`src/rtl/pcm_dc_block_if.sv`:
```
// Output stream of pcm_dc_block: one filtered sample per transfer, tagged with its channel.
// Valid/ready handshake; a transfer completes when out_valid && out_ready.
interface pcm_dc_block_if #(
  parameter int unsigned W  = 16,
  parameter int unsigned CW = 2
);
  logic [W-1:0]  out_data;
  logic [CW-1:0] out_chan;
  logic          out_valid;
  logic          out_ready;

  modport master (
    output out_data,
    output out_chan,
    output out_valid,
    input  out_ready
  );

  modport slave (
    input  out_data,
    input  out_chan,
    input  out_valid,
    output out_ready
  );
endinterface

```
`src/rtl/pcm_dc_block.sv`:
```
// Per-channel first-order DC-blocking high-pass on NCH PCM channels, serialised over valid/ready.
// Optional macro DCB_BYPASS_EN adds a bypass input that passes raw samples while the filter keeps running.
module pcm_dc_block #(
  parameter int unsigned NCH = 3,
  parameter int unsigned W   = 16,
  parameter int unsigned K   = 8
) (
  input  logic                clk,
  input  logic                reset,
  input  logic                clk_pcm,
  input  logic [NCH*W-1:0]    pcm_in,
`ifdef DCB_BYPASS_EN
  input  logic                bypass,
`endif
  pcm_dc_block_if.master      out_if,
  output logic                overrun
);

  localparam int unsigned CW = (NCH > 1) ? $clog2(NCH) : 1;
  localparam int unsigned AW = W + K + 2;
  localparam int          MaxI = 2 ** (W - 1) - 1;
  localparam logic signed [AW-1:0] SatHi = AW'(MaxI);
  localparam logic signed [AW-1:0] SatLo = AW'(-MaxI - 1);
  localparam logic [CW-1:0] LastCh = CW'(NCH - 1);

  typedef enum logic [1:0] {StIdle, StCalc, StEmit} state_e;

  state_e                 state_q, state_d;
  logic [2:0]             sync_q;
  logic [CW-1:0]          ch_q, ch_d;
  logic [W-1:0]           snap_q [NCH];
  logic [W-1:0]           snap_d [NCH];
  logic [W-1:0]           x_prev_q [NCH];
  logic [W-1:0]           x_prev_d [NCH];
  logic signed [AW-1:0]   acc_q [NCH];
  logic signed [AW-1:0]   acc_d [NCH];
  logic [W-1:0]           data_q, data_d;
  logic [CW-1:0]          chan_q, chan_d;
  logic                   valid_q, valid_d;
  logic                   overrun_q, overrun_d;
`ifdef DCB_BYPASS_EN
  logic                   bypass_q, bypass_d;
`endif

  logic                   pcm_edge;
  logic [W-1:0]           snap_cur;
  logic [W-1:0]           xp_cur;
  logic signed [AW-1:0]   acc_cur;
  logic signed [W:0]      diff;
  logic signed [AW-1:0]   diff_ext;
  logic signed [AW-1:0]   acc_n;
  logic signed [AW-1:0]   y_full;
  logic [W-1:0]           y_sat;

  // sync_q[1] is the second synchroniser stage, sync_q[2] its delayed copy.
  assign pcm_edge = sync_q[1] & ~sync_q[2];

  // Filter datapath for the channel currently being computed; acc holds y scaled by 2^K.
  always_comb begin
    snap_cur = snap_q[ch_q];
    xp_cur   = x_prev_q[ch_q];
    acc_cur  = acc_q[ch_q];
    diff     = {snap_cur[W-1], snap_cur} - {xp_cur[W-1], xp_cur};
    diff_ext = {{(AW - W - 1){diff[W]}}, diff};
    acc_n    = acc_cur + (diff_ext <<< K) - (acc_cur >>> K);
    y_full   = acc_n >>> K;
    if (y_full > SatHi) begin
      y_sat = SatHi[W-1:0];
    end else if (y_full < SatLo) begin
      y_sat = SatLo[W-1:0];
    end else begin
      y_sat = y_full[W-1:0];
    end
  end

  always_comb begin
    state_d   = state_q;
    ch_d      = ch_q;
    snap_d    = snap_q;
    x_prev_d  = x_prev_q;
    acc_d     = acc_q;
    data_d    = data_q;
    chan_d    = chan_q;
    valid_d   = valid_q;
    overrun_d = overrun_q;
`ifdef DCB_BYPASS_EN
    bypass_d  = bypass_q;
`endif

    unique case (state_q)
      StIdle: begin
        if (pcm_edge) begin
          for (int c = 0; c < NCH; c++) begin
            snap_d[c] = pcm_in[c*W +: W];
          end
`ifdef DCB_BYPASS_EN
          bypass_d = bypass;
`endif
          ch_d    = '0;
          state_d = StCalc;
        end
      end
      StCalc: begin
        acc_d[ch_q]    = acc_n;
        x_prev_d[ch_q] = snap_cur;
`ifdef DCB_BYPASS_EN
        data_d = bypass_q ? snap_cur : y_sat;
`else
        data_d = y_sat;
`endif
        chan_d  = ch_q;
        valid_d = 1'b1;
        state_d = StEmit;
      end
      StEmit: begin
        if (out_if.out_ready) begin
          valid_d = 1'b0;
          if (ch_q == LastCh) begin
            state_d = StIdle;
          end else begin
            ch_d    = ch_q + 1'b1;
            state_d = StCalc;
          end
        end
      end
      default: state_d = StIdle;
    endcase

    // A new frame arriving while busy is dropped, including on the cycle of the final accept.
    if (pcm_edge && (state_q != StIdle)) begin
      overrun_d = 1'b1;
    end
  end

  always_ff @(posedge clk or negedge reset) begin
    if (!reset) begin
      state_q   <= StIdle;
      sync_q    <= '0;
      ch_q      <= '0;
      snap_q    <= '{default: '0};
      x_prev_q  <= '{default: '0};
      acc_q     <= '{default: '0};
      data_q    <= '0;
      chan_q    <= '0;
      valid_q   <= 1'b0;
      overrun_q <= 1'b0;
`ifdef DCB_BYPASS_EN
      bypass_q  <= 1'b0;
`endif
    end else begin
      state_q   <= state_d;
      sync_q    <= {sync_q[1:0], clk_pcm};
      ch_q      <= ch_d;
      snap_q    <= snap_d;
      x_prev_q  <= x_prev_d;
      acc_q     <= acc_d;
      data_q    <= data_d;
      chan_q    <= chan_d;
      valid_q   <= valid_d;
      overrun_q <= overrun_d;
`ifdef DCB_BYPASS_EN
      bypass_q  <= bypass_d;
`endif
    end
  end

  assign out_if.out_data  = data_q;
  assign out_if.out_chan  = chan_q;
  assign out_if.out_valid = valid_q;
  assign overrun          = overrun_q;

endmodule

```
`src/flat_wrapper.sv`:
```
// flat-port wrapper written by rule: the top's interface ports become plain ports
module pcm_dc_block_flat 
#(
  parameter int unsigned NCH = 3,
  parameter int unsigned W   = 16,
  parameter int unsigned K   = 8
)
  (clk, reset, clk_pcm, pcm_in, overrun, out_if_out_data, out_if_out_chan, out_if_out_valid, out_if_out_ready);
  pcm_dc_block_if #(.W(W)) out_if_i ();
  input  logic clk;
  input  logic reset;
  input  logic clk_pcm;
  input  logic [NCH*W-1:0] pcm_in;
  output logic overrun;
  output wire logic [$bits(out_if_i.out_data)-1:0] out_if_out_data;
  output wire logic [$bits(out_if_i.out_chan)-1:0] out_if_out_chan;
  output wire logic [$bits(out_if_i.out_valid)-1:0] out_if_out_valid;
  input wire logic [$bits(out_if_i.out_ready)-1:0] out_if_out_ready;
  assign out_if_out_data = out_if_i.out_data;
  assign out_if_out_chan = out_if_i.out_chan;
  assign out_if_out_valid = out_if_i.out_valid;
  assign out_if_i.out_ready = out_if_out_ready;
  pcm_dc_block #(.NCH(NCH), .W(W), .K(K)) u_core (.clk(clk), .reset(reset), .clk_pcm(clk_pcm), .pcm_in(pcm_in), .out_if(out_if_i), .overrun(overrun));
endmodule
```
`config.mk`:
```
export PLATFORM = sky130hd
export DESIGN_NAME = pcm_dc_block_flat
export DESIGN_NICKNAME = d
export VERILOG_FILES = /design/src/rtl/pcm_dc_block_if.sv /design/src/rtl/pcm_dc_block.sv /design/src/flat_wrapper.sv
export SDC_FILE = /design/constraint.sdc
export NUM_CORES = 1
export LEC_CHECK = 0
export BUFFER_PORTS_ARGS = -buffer_cell sky130_fd_sc_hd__buf_2
export CORE_MARGIN = 3
export CORE_UTILIZATION = 44
export CTS_CLUSTER_SIZE = 16
export DETAILED_ROUTE_END_ITERATION = 12
export GPL_TIMING_DRIVEN = 0
export SYNTH_ARGS = -nofsm -noshare
export SYNTH_HDL_FRONTEND = slang
export SYNTH_SLANG_ARGS = --single-unit
```
`constraint.sdc`:
```
create_clock -name clk -period 16.4 [get_ports clk]
set_input_delay 0.82 -clock clk [delete_from_list [all_inputs] [get_ports clk]]
set_output_delay 0.82 -clock clk [all_outputs]
set_load 0.01 [all_outputs]
```
-- Word level (Yosys, flattened, before mapping)
Index checks and enable logic that the tools add are counted.
- output and inout port bits: 20
- input bits: 52
- logic and storage cells: 70
- register bits after elaboration: 201
- add/sub/neg operators: 4
- magnitude comparators: 4
- bitwise operators: 3
- multiplexer cells: 27
- reduce and logical (&&, ||, !) cells: 10
- equality and inequality tests: 6
- operator list (kind ; number):
    $mux W16 ; 7
    $bwmux W78 ; 1
    $mux W26 ; 3
    $bmux W16 S2 ; 2
    $bmux W26 S2 ; 1
    $demux W26 S2 ; 1
    $bwmux W48 ; 1
    $demux W16 S2 ; 1
    $add A26 B25 Y26 ; 1
    $sub A26 B18 Y26 ; 1
    $gt A18 B16 Y1 const B ; 1
    $lt A18 B16 Y1 const B ; 1
    $sub A16 B16 Y17 ; 1
    $mux W2 ; 5
    $pmux W2 S3 ; 1
    $reduce_and A2 Y1 ; 3
    $reduce_bool A2 Y1 ; 3
    $eq A2 B2 Y1 const B ; 2
    $ne A2 B2 Y1 const B ; 2
    $pmux W2 S2 ; 1
    $reduce_and A4 Y1 ; 1
    $ge A3 B3 Y1 const B ; 1
    $lt A3 B1 Y1 const B ; 1
    $not A2 Y3 ; 1
    other kinds (9) ; 11

-- Depth between registers and ports, before layout
Gate-level depths: netlist of run 1.
- depth in word-level cells: 10
- depth in mapped cells: 29

-- Worst setup path after synthesis of run 1
OpenSTA, ideal clock, no wires.
- path type: reg-to-reg
- start point: register u_core.ch_q[1]
- end point: register u_core.data_q[0] (netlist: u_core.out_if.out_data[0])
- path buffers: 5
- clock period less this slack: 6.802 ns
- data arrival time: 6.678 ns
- cell stages (with the launch flop): 29
- slack: 9.598 ns
- required time: 16.276 ns
- library setup time: 0.124 ns
- path through: dfrtp_1 > clkbuf_1 > clkbuf_1 > buf_1 > mux2i_1 > o21ai_0 > ha_1 > inv_1 > fa_1 > a21o_1 > a21oi_1 > o21bai_1 > a2111oi_0 > nor2_1 > a21o_1 > a21oi_1 > xnor2_1 > fa_1 > ha_1 > and3_1 > buf_2 > and4_4 > a32o_1 > a31o_1 > o2111a_1 > a211o_4 > buf_6 > o31ai_1 > o21ai_1
- word-level cells in the longest chain between the ends: 10
- elaborated cells between the ends (all ways): 17
- ends and longest elaborated chain (what ; line ; source):
    from (decl) ; pcm_dc_block.sv:30 ; logic [CW-1:0] ch_q, ch_d;
    from (signal assigned) ; pcm_dc_block.sv:153 ; ch_q <= ch_d;
    $not A2 Y3 (not written as such) * ; pcm_dc_block.sv:60, pcm_dc_block.sv:61, pcm_dc_block.sv:62 ;
    $bmux W16 S2 (on tied branches) ; pcm_dc_block.sv:60, pcm_dc_block.sv:61 ;
    $mux W16 (on tied branches) (2 in a row) ; pcm_dc_block.sv:60, pcm_dc_block.sv:61 ;
    $sub A16 B16 Y17 ; pcm_dc_block.sv:63 ; diff = {snap_cur[W-1], snap_cur} - {xp_cur[W-1], xp_cur};
    $add A26 B25 Y26 ; pcm_dc_block.sv:65 ; acc_n = acc_cur + (diff_ext <<< K) - (acc_cur >>> K);
    $sub A26 B18 Y26 * ; pcm_dc_block.sv:65 ;
    $lt A18 B16 Y1 ; pcm_dc_block.sv:69 ; end else if (y_full < SatLo) begin
    $mux W16 ; pcm_dc_block.sv:69 ;
    $mux W16 * ; pcm_dc_block.sv:67 ; if (y_full > SatHi) begin
    to (signal assigned) ; pcm_dc_block.sv:157 ; data_q <= data_d;
    to (decl) ; pcm_dc_block.sv:37 ; logic [W-1:0] data_q, data_d;
Every way passes the cells marked *; elsewhere a longest branch is shown, timed or not. The select of a mux whose other input is x is not followed.
A chain may end at the register's enable or synchronous reset.

-- Worst setup path after layout of run 1
- start point: register u_core.ch_q[1]
- end point: register u_core.data_q[6] (netlist: u_core.out_if.out_data[6])
The elaborated chain is that of the path after synthesis.

==> impl_metrics.py, run 1 <==
metrics = {
    "critical_path": {
        "endpoint": "u_core.out_if.out_data[6]",
        "crit_path_max_fanout": 10,
        "cp-startpoint": "u_core.ch_q[1]",
        "worst_setup_path_end_kind": "register",
        "worst_r2r_path_depth": 27,
        "worst_ep_required_time_ns": 16.77,
        "reg2reg_slack_ns": 8.18,
        "rr_startpoint": "u_core.ch_q[1]",
        "r2r-end": "u_core.out_if.out_data[6]",
        "worst-setup-path-type": "register to register",
        "setup.worst_path.start_class": "register",
        "critPathArrivalTime_ns": 8.59,
    },
    "synthesis": {
        "synth_common_cells": "201 x sky130_fd_sc_hd__dfrtp_1, 152 x sky130_fd_sc_hd__nand2_1, 148 x sky130_fd_sc_hd__o21ai_0, 85 x sky130_fd_sc_hd__a21oi_1, 78 x sky130_fd_sc_hd__nor2_1",
        "netlist_area_mm2": 0.0114,
        "number_of_synthesized_register_bits": 201,
        "yosys-top-cells-area": "sky130_fd_sc_hd__dfrtp_1 44%, sky130_fd_sc_hd__o21ai_0 6.5%, sky130_fd_sc_hd__mux2_2 6.0%",
        "synth_compound_area_frac": 0.170,
        "synth_top_cell_area_share": 0.442,
        "yosysUniqueCellTypes": 61,
        "synth_adder_area_share": 0.0905,
        "synth_area_leader_cell": "sky130_fd_sc_hd__dfrtp_1",
        "synthesis.instances": 1170,
        "syn-num-nets": 1293,
        "synth_flop_cell": "sky130_fd_sc_hd__dfrtp_1",
        "avg_cell_area_syn_um2": 9.73,
        "synth_simple_gate_area_share": 0.112,
        "ys_async_sr_fraction": 1.00,
        "post_synthesis_share_of_cell_area_spent_on_xor_and_xnor_gates": 0.0338,
        "yosys.cell_count.top_type": "sky130_fd_sc_hd__dfrtp_1",
        "synth_sequential_area_ratio": 0.442,
        "synth.mux.area_fraction": 0.111,
        "yosysWarnings": 0,
        "dominant_combinational_cell_family_by_area_after_synthesis": "compound AO/OA/AOI/OAI gates",
        "synth_enable_flop_cells": 0,
    },
    "final_layout": {
        "final_nets": 1390,
        "area_growth_syn_to_layout_pct": 13.5,
        "antennaDiodeCount": 0,
        "layout-drive-gt1-share": 0.149,
        "fin_cells": 1612,
    },
    "timing": {
        "min_period_ns": 8.22,
        "max_slew.worst_pin.slew_ns": 1.01,
        "rsz0062_at_grt": "false",
        "hold_viol": 0,
        "timing.setup.tns_ns": 0,
        "finalCritPeriodShare": 0.501,
        "report.final.setup_viol": 0,
        "timing.clock.skew_ns": 0.0149,
        "worst_slew_margin_rel": 0.328,
        "fmaxAchievable_mhz": 122,
        "maxSlewViolCount": 0,
    },
    "clock_tree": {
        "tritoncts": "built",
        "worstSkewPairLatency_ns": 0.52,
        "cts.repair.resized": 0,
        "quantity_of_hold_fixing_buffers_added_after_cts": 0,
        "number_of_clock_buffers_inserted_by_tritoncts": 23,
        "clkTransAtPathRegs_ns": 0.06,
        "cts_max_level": 1,
        "post_cts.repair.setup_buffers": 0,
        "cts-root-to-sink-buffers": 3,
        "ctsRootBufferMaster": "sky130_fd_sc_hd__clkbuf_16",
        "numClockSinks": 201,
    },
    "routing": {
        "number_of_iterations_in_the_first_detailed_routing_pass": 5,
        "wl_per_cell_um": 18.6,
        "dr.first_iter.drc_count": 519,
        "routed_via_density": 5.47,
        "totalWireLength_mm": 30.0,
        "ant_nets": 0,
        "total_number_of_vias": 8817,
        "drc_errors": 0,
    },
    "flow_run": {
        "maxCapViolCount": 0,
    },
    "placement": {
        "placed_cells_incl_taps": 1572,
        "io_buffers": 71,
        "gp_congestion": 0.867,
        "detailedPlacementHpwl_mm": 22.5,
    },
    "global_route": {
        "globalRouteOverflowTotal": 0,
        "antenna_found_initial": 0,
        "number_of_global_route_vias_before_repair": 8971,
        "grt_first_pass_wirelength_mm": 48.7,
        "grt_util_all_layers": 0.215,
        "pin_count_of_the_biggest_net_entering_global_routing": 121,
    },
    "die": {
        "rows": 58,
        "dieWidth_um": 167,
        "die_height_um": 167,
        "total_die_area_mm2": 0.0278,
        "fp.coreArea_mm2": 0.0253,
        "floorplan.initialDensity": 0.450,
        "top_level_ports": 72,
    },
    "min_path": {
        "worst_hold_path_type": "primary input to asynchronous set/reset pin",
    },
    "status": {
        "run_status": "completed",
    },
}
routing by layer:
layer  GRT usage  vias to the layer above  share of wire
met2       0.358                      173           0.47
met1       0.297                     4311           0.46
met4      0.0574                        0          0.026
li1            -                     4286              -
met3      0.0304                       47          0.042
met5           0                        -              0
logic make-up after synthesis:
group | after synthesis
flip-flops | 201
buffers and inverters | 113
AND/OR/NAND/NOR | 295
AO/OA/AOI/OAI | 327
multiplexers | 119
adder cells (fa/ha/maj) | 71
XOR/XNOR | 44
stage by stage:
| stage | utilization | worst slack, ns | hold WS, ns | area (µm²) |
|---|---|---|---|---|
| after global routing | 0.510 | 7.44 | 0.337 | 12900 |
| after CTS | 0.510 | 8.17 | 0.318 | 12900 |
| final | 0.510 | 8.18 | 0.290 | 12900 |
| after floorplan | - | 9.60 | 0.331 | 11400 |
| after detailed placement | 0.481 | 8.19 | 0.342 | 12200 |
| after global placement | 0.480 | 8.24 | 0.334 | 12200 |
worst max-delay path, stage by stage, from the launching register on:
cell and delay [ns]:
sky130_fd_sc_hd__dfrtp_1 0.34, sky130_fd_sc_hd__clkbuf_1 0.44, sky130_fd_sc_hd__clkbuf_1 0.67, sky130_fd_sc_hd__buf_1 0.68
sky130_fd_sc_hd__mux2i_1 0.16, sky130_fd_sc_hd__o21ai_0 0.18, sky130_fd_sc_hd__ha_1 0.22, sky130_fd_sc_hd__inv_1 0.06
sky130_fd_sc_hd__fa_1 0.39, sky130_fd_sc_hd__a21o_1 0.19, sky130_fd_sc_hd__a21oi_1 0.22, sky130_fd_sc_hd__o21bai_1 0.12
sky130_fd_sc_hd__a2111oi_0 0.61, sky130_fd_sc_hd__nor2_1 0.17, sky130_fd_sc_hd__a21o_1 0.21, sky130_fd_sc_hd__a21oi_1 0.16
sky130_fd_sc_hd__xnor2_1 0.23, sky130_fd_sc_hd__fa_1 0.48, sky130_fd_sc_hd__ha_1 0.38, sky130_fd_sc_hd__and3_1 0.19
sky130_fd_sc_hd__buf_2 0.15, sky130_fd_sc_hd__and4_4 0.19, sky130_fd_sc_hd__a32o_1 0.21, sky130_fd_sc_hd__a31o_1 0.26
sky130_fd_sc_hd__o2111a_1 0.28, sky130_fd_sc_hd__a211o_4 0.37, sky130_fd_sc_hd__nor3_4 0.34, sky130_fd_sc_hd__a221oi_1 0.16
how the worst min path moves through the flow:
stage	slack (ns)	endpoint	startpoint
after detailed placement	0.34	u_core.sync_q[1]	u_core.sync_q[0]
after CTS	0.32	u_core.acc_q[11]	reset
after global placement	0.33	u_core.sync_q[1]	u_core.sync_q[0]
after floorplan	0.33	u_core.sync_q[1]	u_core.sync_q[0]
after global routing	0.34	u_core.acc_q[65]	reset
final	0.29	u_core.acc_q[11]	reset
area by class of cell:
type                    count  area (µm²)
repair buffers             72         393
plain buffers              66         280
fillers                  2370       12400
inverters                  47         176
clock inverters             7        43.8
flip-flops and latches    201        5030
clock buffers              33         683
multi-input cells         856        5900
well taps                 330         413
cell usage in the layout, fill, tap and decap left out, types with 52 or more instances in the layout:
| cell type | count |
|---|---|
| sky130_fd_sc_hd__a21oi_1 | 85 |
| sky130_fd_sc_hd__buf_2 | 72 |
| sky130_fd_sc_hd__clkbuf_1 | 57 |
| sky130_fd_sc_hd__dfrtp_1 | 201 |
| sky130_fd_sc_hd__ha_1 | 52 |
| sky130_fd_sc_hd__mux2_2 | 61 |
| sky130_fd_sc_hd__mux2i_1 | 58 |
| sky130_fd_sc_hd__nand2_1 | 152 |
| sky130_fd_sc_hd__nor2_1 | 78 |
| sky130_fd_sc_hd__o21ai_0 | 148 |
flip-flops by register name (all words and copies together) (netlist names):
name,cells
u_core.acc_q,78
u_core.ch_q,2
u_core.out_if.out_chan,2
u_core.out_if.out_data,16
u_core.out_if.out_valid,1
u_core.overrun,1
u_core.snap_q,48
u_core.state_q,2
u_core.sync_q,3
u_core.x_prev_q,48
Power of run 1 is left out: the tool's default activity adds up to more than one toggle a clock period on the data nets, which glitch-free logic cannot reach.
==> run 2, diff against run 1 <==
--- a/config.mk
+++ b/config.mk
@@ -5,6 +5,7 @@
 export SDC_FILE = /design/constraint.sdc
 export NUM_CORES = 1
 export LEC_CHECK = 0
+export ABC_AREA = 1
 export BUFFER_PORTS_ARGS = -buffer_cell sky130_fd_sc_hd__buf_2
 export CORE_MARGIN = 3
 export CORE_UTILIZATION = 44
==> constraint.sdc (replaced) <==
create_clock -name clk -period 8 [get_ports clk]
set_input_delay 0.4 -clock clk [delete_from_list [all_inputs] [get_ports clk]]
set_output_delay 0.4 -clock clk [all_outputs]
set_load 0.01 [all_outputs]
==> run 2 against run 1 <==
Utilization is 0.95 points higher; maximum frequency is 30% higher; critical endpoint is now u_core.out_if.out_data[10]; sequential share of layout area is 0.93 points lower; first-iteration DRC count is 41% higher; global-route usage is 1.6 points higher; die area is 1.3% higher; non-clock buffer count is 2 lower; largest cell class unchanged; worst setup slack worse by 6.5 ns; synthesized cell count is 28% higher; via count is 12% higher; highest routed layer unchanged.
==> impl_metrics.py, run 2 <==
metrics = {
    "timing": {
        "report.final.setup_viol": 0,
        "maxSlewViolCount": 0,
        "hold_viol": 0,
        "finalCritPeriodShare": 0.788,
        "fmaxAchievable_mhz": 159,
        "max_slew.worst_pin.slew_ns": 0.913,
        "rsz0062_at_grt": "false",
        "timing.setup.tns_ns": 0,
        "min_period_ns": 6.30,
        "timing.clock.skew_ns": 0.0206,
        "worst_slew_margin_rel": 0.385,
    },
    "synthesis": {
        "yosys.cell_count.top_type": "sky130_fd_sc_hd__nand2_1",
        "syn-num-nets": 1617,
        "yosysWarnings": 0,
        "number_of_synthesized_register_bits": 201,
        "synth_flop_cell": "sky130_fd_sc_hd__dfrtp_1",
        "netlist_area_mm2": 0.0115,
        "ys_async_sr_fraction": 1.00,
        "synth_top_cell_area_share": 0.436,
        "synth_common_cells": "521 x sky130_fd_sc_hd__nand2_1, 201 x sky130_fd_sc_hd__dfrtp_1, 165 x sky130_fd_sc_hd__o21ai_0, 150 x sky130_fd_sc_hd__inv_1",
        "synth_enable_flop_cells": 0,
        "synth_sequential_area_ratio": 0.436,
        "synthesis.instances": 1494,
        "synth_area_leader_cell": "sky130_fd_sc_hd__dfrtp_1",
        "yosys-top-cells-area": "sky130_fd_sc_hd__dfrtp_1 44%, sky130_fd_sc_hd__nand2_1 17%, sky130_fd_sc_hd__o21ai_0 7.2%",
        "yosysUniqueCellTypes": 42,
        "avg_cell_area_syn_um2": 7.72,
    },
    "die": {
        "dieWidth_um": 168,
        "die_height_um": 168,
        "rows": 58,
        "total_die_area_mm2": 0.0282,
        "top_level_ports": 72,
        "fp.coreArea_mm2": 0.0255,
        "floorplan.initialDensity": 0.453,
    },
    "clock_tree": {
        "ctsRootBufferMaster": "sky130_fd_sc_hd__clkbuf_16",
        "clkTransAtPathRegs_ns": 0.06,
        "cts_max_level": 1,
        "worstSkewPairLatency_ns": 0.54,
        "post_cts.repair.setup_buffers": 0,
        "tritoncts": "built",
        "number_of_clock_buffers_inserted_by_tritoncts": 25,
        "cts-root-to-sink-buffers": 3,
        "numClockSinks": 201,
    },
    "critical_path": {
        "worst-setup-path-type": "register to register",
        "reg2reg_slack_ns": 1.70,
        "critPathArrivalTime_ns": 6.72,
        "setup.worst_path.start_class": "register",
        "worst_ep_required_time_ns": 8.41,
        "worst_setup_path_end_kind": "register",
        "r2r-end": "u_core.out_if.out_data[10]",
        "worst_r2r_path_depth": 24,
        "rr_startpoint": "u_core.ch_q[0]",
        "crit_path_max_fanout": 10,
    },
    "final_layout": {
        "final_nets": 1718,
        "top_register": "u_core.acc_q",
        "design_area_mm2": 0.0132,
        "top_regs": "u_core.acc_q: 78 flops, u_core.snap_q: 48 flops, u_core.x_prev_q: 48 flops",
        "area_growth_syn_to_layout_pct": 14.7,
        "layout_common_cells": "521 x sky130_fd_sc_hd__nand2_1, 201 x sky130_fd_sc_hd__dfrtp_1, 165 x sky130_fd_sc_hd__o21ai_0",
        "layout-drive-gt1-share": 0.105,
        "antennaDiodeCount": 0,
        "final_common_cell": "sky130_fd_sc_hd__nand2_1",
        "largest_register_ff_count": 78,
    },
    "routing": {
        "ant_nets": 0,
        "routed_via_density": 5.09,
        "wl_per_cell_um": 16.7,
        "totalWireLength_mm": 32.4,
        "number_of_iterations_in_the_first_detailed_routing_pass": 5,
        "drc_errors": 0,
        "total_number_of_vias": 9877,
        "dr.first_iter.drc_count": 730,
    },
    "min_path": {
        "min_delay_path_depth": 3,
        "worst_hold_path_type": "primary input to register",
        "worst_hold_path.endpoint": "u_core.snap_q[35]",
        "min_from": "pcm_in[3]",
    },
    "global_route": {
        "pin_count_of_the_biggest_net_entering_global_routing": 104,
        "globalRouteOverflowTotal": 0,
        "number_of_global_route_vias_before_repair": 9893,
        "antenna_found_initial": 0,
        "grt_first_pass_wirelength_mm": 52.6,
        "grt_util_all_layers": 0.231,
    },
    "status": {
        "run_status": "completed",
    },
    "placement": {
        "detailedPlacementHpwl_mm": 24.3,
        "gp_congestion": 0.934,
        "placement.cell_area_mm2": 0.0123,
        "io_buffers": 71,
    },
    "flow_run": {
        "maxCapViolCount": 0,
    },
}
[run 2: cell types whose count changed in the layout (fill, tap and decap cells not counted), moves of 18 or more]
cell,change
sky130_fd_sc_hd__mux2_2,-61
sky130_fd_sc_hd__mux2i_1,-58
sky130_fd_sc_hd__xnor2_1,-18
sky130_fd_sc_hd__nand2_1,+369
sky130_fd_sc_hd__nand3_1,+21
sky130_fd_sc_hd__inv_1,+103
[run 2: logic make-up (layout without fill, tap and decap cells)]
logic type	Yosys count	count (layout)	share of synthesized area
buf+inv	219	337	0.0738
simple gates	673	673	0.234
flops	201	201	0.436
xor+xnor	31	31	0.0235
fa+ha+maj	71	71	0.0894
compound gates	299	299	0.143
[run 2: worst max-delay path, stage by stage (launching register included)]
cell	delay, ns
sky130_fd_sc_hd__dfrtp_1	0.42
sky130_fd_sc_hd__buf_4	0.21
sky130_fd_sc_hd__clkbuf_1	0.48
sky130_fd_sc_hd__clkbuf_1	0.57
sky130_fd_sc_hd__o21ai_0	0.20
sky130_fd_sc_hd__o21ai_0	0.21
sky130_fd_sc_hd__ha_1	0.22
sky130_fd_sc_hd__inv_1	0.08
sky130_fd_sc_hd__fa_1	0.43
sky130_fd_sc_hd__a21oi_1	0.31
sky130_fd_sc_hd__o21ai_0	0.18
sky130_fd_sc_hd__nand3_1	0.10
sky130_fd_sc_hd__nand2_1	0.06
sky130_fd_sc_hd__xor2_1	0.24
sky130_fd_sc_hd__fa_1	0.46
sky130_fd_sc_hd__ha_1	0.38
sky130_fd_sc_hd__a21oi_1	0.26
sky130_fd_sc_hd__o21bai_1	0.13
sky130_fd_sc_hd__a21oi_1	0.25
sky130_fd_sc_hd__nand3_1	0.14
sky130_fd_sc_hd__nand2_1	0.08
sky130_fd_sc_hd__nand3_1	0.23
sky130_fd_sc_hd__nand2_2	0.26
sky130_fd_sc_hd__buf_6	0.20
sky130_fd_sc_hd__a21oi_2	0.07
[run 2: final cells by class]
cell class | instances | area, µm²
clock buffer | 38 | 744
inverter | 157 | 589
multi-input combinational | 1074 | 5660
tap | 330 | 413
buffer | 62 | 263
sequential | 201 | 5030
fill | 2548 | 12200
clock inverter | 6 | 126
timing repair buffer | 74 | 413
[run 2: stage by stage]
step	hold WS (ns)	utilization	instances	setup WS, ns
after floorplan	0.104	-	1494	3.24
after global placement	0.334	0.483	1895	1.75
after detailed placement	0.339	0.485	1896	1.77
after CTS	0.0303	0.520	1942	1.72
after global routing	0.0451	0.520	1942	1.23
final	0.0503	0.520	1942	1.70
[run 2: worst max-delay path by stage]
stage	from	end	slack, ns	depth (start not counted)
final	u_core.ch_q[0]	u_core.out_if.out_data[10]	1.70	24
after global routing	u_core.ch_q[0]	u_core.out_if.out_data[6]	1.23	26
after CTS	u_core.ch_q[0]	u_core.out_if.out_data[10]	1.72	24
after detailed placement	u_core.ch_q[0]	u_core.out_if.out_data[10]	1.77	24
after global placement	u_core.ch_q[0]	u_core.out_if.out_data[14]	1.75	26
after floorplan	u_core.ch_q[0]	u_core.out_if.out_data[10]	3.24	28
[run 2: repair_timing]
action	4_1_cts	5_1_grt
endpoints found under the hold margin	103	0
gates resized for setup	0	0
hold buffers	2	0
setup endpoints to repair	0	0
[run 2: per-layer routing]
| layer | GRT usage | part of all wire | wire length [µm] |
|---|---|---|---|
| met1 | 0.315 | 0.46 | 15000 |
| met4 | 0.0672 | 0.031 | 993 |
| met3 | 0.0244 | 0.037 | 1200 |
| met2 | 0.392 | 0.47 | 15200 |
| met5 | 0 | 0 | 0 |
Power of run 2 is left out for the same reason.
==> run 3, diff against run 2 <==
==> constraint.sdc (replaced) <==
create_clock -name clk -period 5.6 [get_ports clk]
set_input_delay 0.28 -clock clk [delete_from_list [all_inputs] [get_ports clk]]
set_output_delay 0.28 -clock clk [all_outputs]
set_load 0.01 [all_outputs]
==> run 3 against run 2 <==
Clock skew shrank 0.00096 ns; via count rose by 2.6%; utilization is 3.0 points higher; register-to-register slack worse by 1.4 ns; worst setup slack worse by 1.4 ns; sequential cell count unchanged; cell count increased by 2.8%; wire length is 2.6% higher; maximum frequency rose by 18%; worst hold slack improved by 0.30 ns; critical path depth increased by 5.
==> impl_metrics.py, run 3 (synthesis gave the netlist of run 2 again) <==
metrics = {
    "timing": {
        "finalCritPeriodShare": 0.953,
        "min_period_ns": 5.34,
        "fmaxAchievable_mhz": 187,
        "hold_viol": 0,
        "maxSlewViolCount": 0,
        "max_slew.worst_pin.slew_ns": 0.809,
        "worst_slew_margin_rel": 0.460,
        "timing.clock.skew_ns": 0.0196,
        "report.final.setup_viol": 0,
    },
    "final_layout": {
        "layout-drive-gt1-share": 0.137,
        "largest_register_ff_count": 78,
        "top_regs": "u_core.acc_q: 78 flops, u_core.snap_q: 48 flops, u_core.x_prev_q: 48 flops",
        "layout_common_cells": "519 x sky130_fd_sc_hd__nand2_1, 200 x sky130_fd_sc_hd__dfrtp_1, 156 x sky130_fd_sc_hd__o21ai_0",
        "antennaDiodeCount": 0,
        "seqCellArea_mm2": 0.00503,
        "final_nets": 1773,
        "top_register": "u_core.acc_q",
        "layout.filler_cells": 2451,
        "multi_input_comb_area_mm2": 0.00583,
        "area_growth_syn_to_layout_pct": 21.3,
        "final_common_cell": "sky130_fd_sc_hd__nand2_1",
        "final_core_util": 0.550,
    },
    "critical_path": {
        "critPathArrivalTime_ns": 5.75,
        "cpMaxStageDelayCell": "sky130_fd_sc_hd__fa_1",
        "worst_r2r_path_depth": 29,
        "timing.critical_path.mode_cell": "sky130_fd_sc_hd__nand2_1",
        "setup.worst_path.start_class": "register",
        "slowest_delay_ns": 0.46,
        "r2r-end": "u_core.out_if.out_data[10]",
        "critPathTopFamily": "adder cells",
        "worst-path-buf-inv": 7,
        "worst_setup_path_end_kind": "register",
        "crit_path_max_fanout": 10,
        "worst_ep_required_time_ns": 6.01,
        "rr_startpoint": "u_core.ch_q[0]",
        "cp-startpoint": "u_core.ch_q[0]",
        "worst-setup-path-type": "register to register",
        "reg2reg_slack_ns": 0.26,
    },
    "clock_tree": {
        "tritoncts": "built",
        "number_of_clock_buffers_inserted_by_tritoncts": 25,
        "clkTransAtPathRegs_ns": 0.06,
        "worstSkewPairLatency_ns": 0.54,
        "cts_max_level": 1,
        "numClockSinks": 201,
        "cts-root-to-sink-buffers": 3,
        "ctsRootBufferMaster": "sky130_fd_sc_hd__clkbuf_16",
    },
    "routing": {
        "total_number_of_vias": 10138,
        "routed_via_density": 5.08,
        "number_of_iterations_in_the_first_detailed_routing_pass": 7,
        "wl_per_cell_um": 16.6,
        "drc_errors": 0,
        "totalWireLength_mm": 33.2,
        "ant_nets": 0,
        "dr.first_iter.drc_count": 701,
    },
    "global_route": {
        "grt_first_pass_wirelength_mm": 53.4,
        "grt_util_all_layers": 0.234,
        "pin_count_of_the_biggest_net_entering_global_routing": 104,
        "globalRouteOverflowTotal": 0,
        "antenna_found_initial": 0,
        "number_of_global_route_vias_before_repair": 10157,
    },
    "min_path": {
        "worst_hold_path_type": "register to register",
        "worst_hold_path.endpoint": "u_core.sync_q[1]",
        "min_delay_path_depth": 0,
        "min_from": "u_core.sync_q[0]",
    },
    "flow_run": {
        "maxCapViolCount": 0,
    },
    "status": {
        "run_status": "completed",
    },
    "placement": {
        "io_buffers": 71,
        "gp_congestion": 0.934,
        "detailedPlacementHpwl_mm": 24.3,
    },
    "die": {
        "fp.coreArea_mm2": 0.0255,
        "top_level_ports": 72,
        "floorplan.initialDensity": 0.453,
        "total_die_area_mm2": 0.0282,
        "dieWidth_um": 168,
        "rows": 58,
        "die_height_um": 168,
    },
}
## run 3: final cells by class
| class | instances | area share |
|---|---|---|
| clock buffers | 38 | 0.0532 |
| flip-flops and latches | 201 | 0.359 |
| clock inverters | 6 | 0.00903 |
| multi-input cells | 1074 | 0.417 |
| plain buffers | 61 | 0.0221 |
| well taps | 330 | 0.0295 |
| inverters | 157 | 0.0421 |
| repair buffers | 130 | 0.0683 |
## run 3: how the worst max path moves through the flow
stage | slack, ns | endpoint | cells after the start
3_3_place_gp | -0.65 | u_core.out_if.out_data[14] | 26
2_1_floorplan | 0.84 | u_core.out_if.out_data[10] | 28
3_5_place_dp | -0.63 | u_core.out_if.out_data[10] | 24
5_1_grt | -0.07 | u_core.out_if.out_data[6] | 28
6_report | 0.26 | u_core.out_if.out_data[10] | 29
4_1_cts | 0.01 | u_core.out_if.out_data[10] | 29
## run 3: per-layer routing
metal | routed length [µm] | vias to the layer above | GRT usage
met4 | 907 | 0 | 0.0640
li1 | - | 5079 | -
met2 | 15900 | 239 | 0.404
met3 | 1310 | 50 | 0.0251
met5 | 0 | - | 0
met1 | 15100 | 4770 | 0.314
## run 3: timing repair
item / 4_1_cts / 5_1_grt
hold buffers: 51 / 0
buffers inserted: 2 / 5
endpoints found under the setup margin: 38 / 41
hold endpoints to repair: 152 / 0
pin swaps: 2 / 9
resized for setup: 21 / 61
## run 3: metrics by stage
stage          hold WS (ns)  setup slack [ns]  TNS, ns  area [µm²]  cells
6_report              0.351             0.262        0       14000   1997
5_1_grt               0.358           -0.0652   -0.738       14000   1997
4_1_cts               0.352            0.0131        0       13800   1992
3_5_place_dp          0.339            -0.630   -10.91       12300   1896
3_3_place_gp          0.334            -0.651   -10.67       12300   1895
2_1_floorplan       -0.0156             0.837        0       11500   1494
Power of run 3 is left out for the same reason.
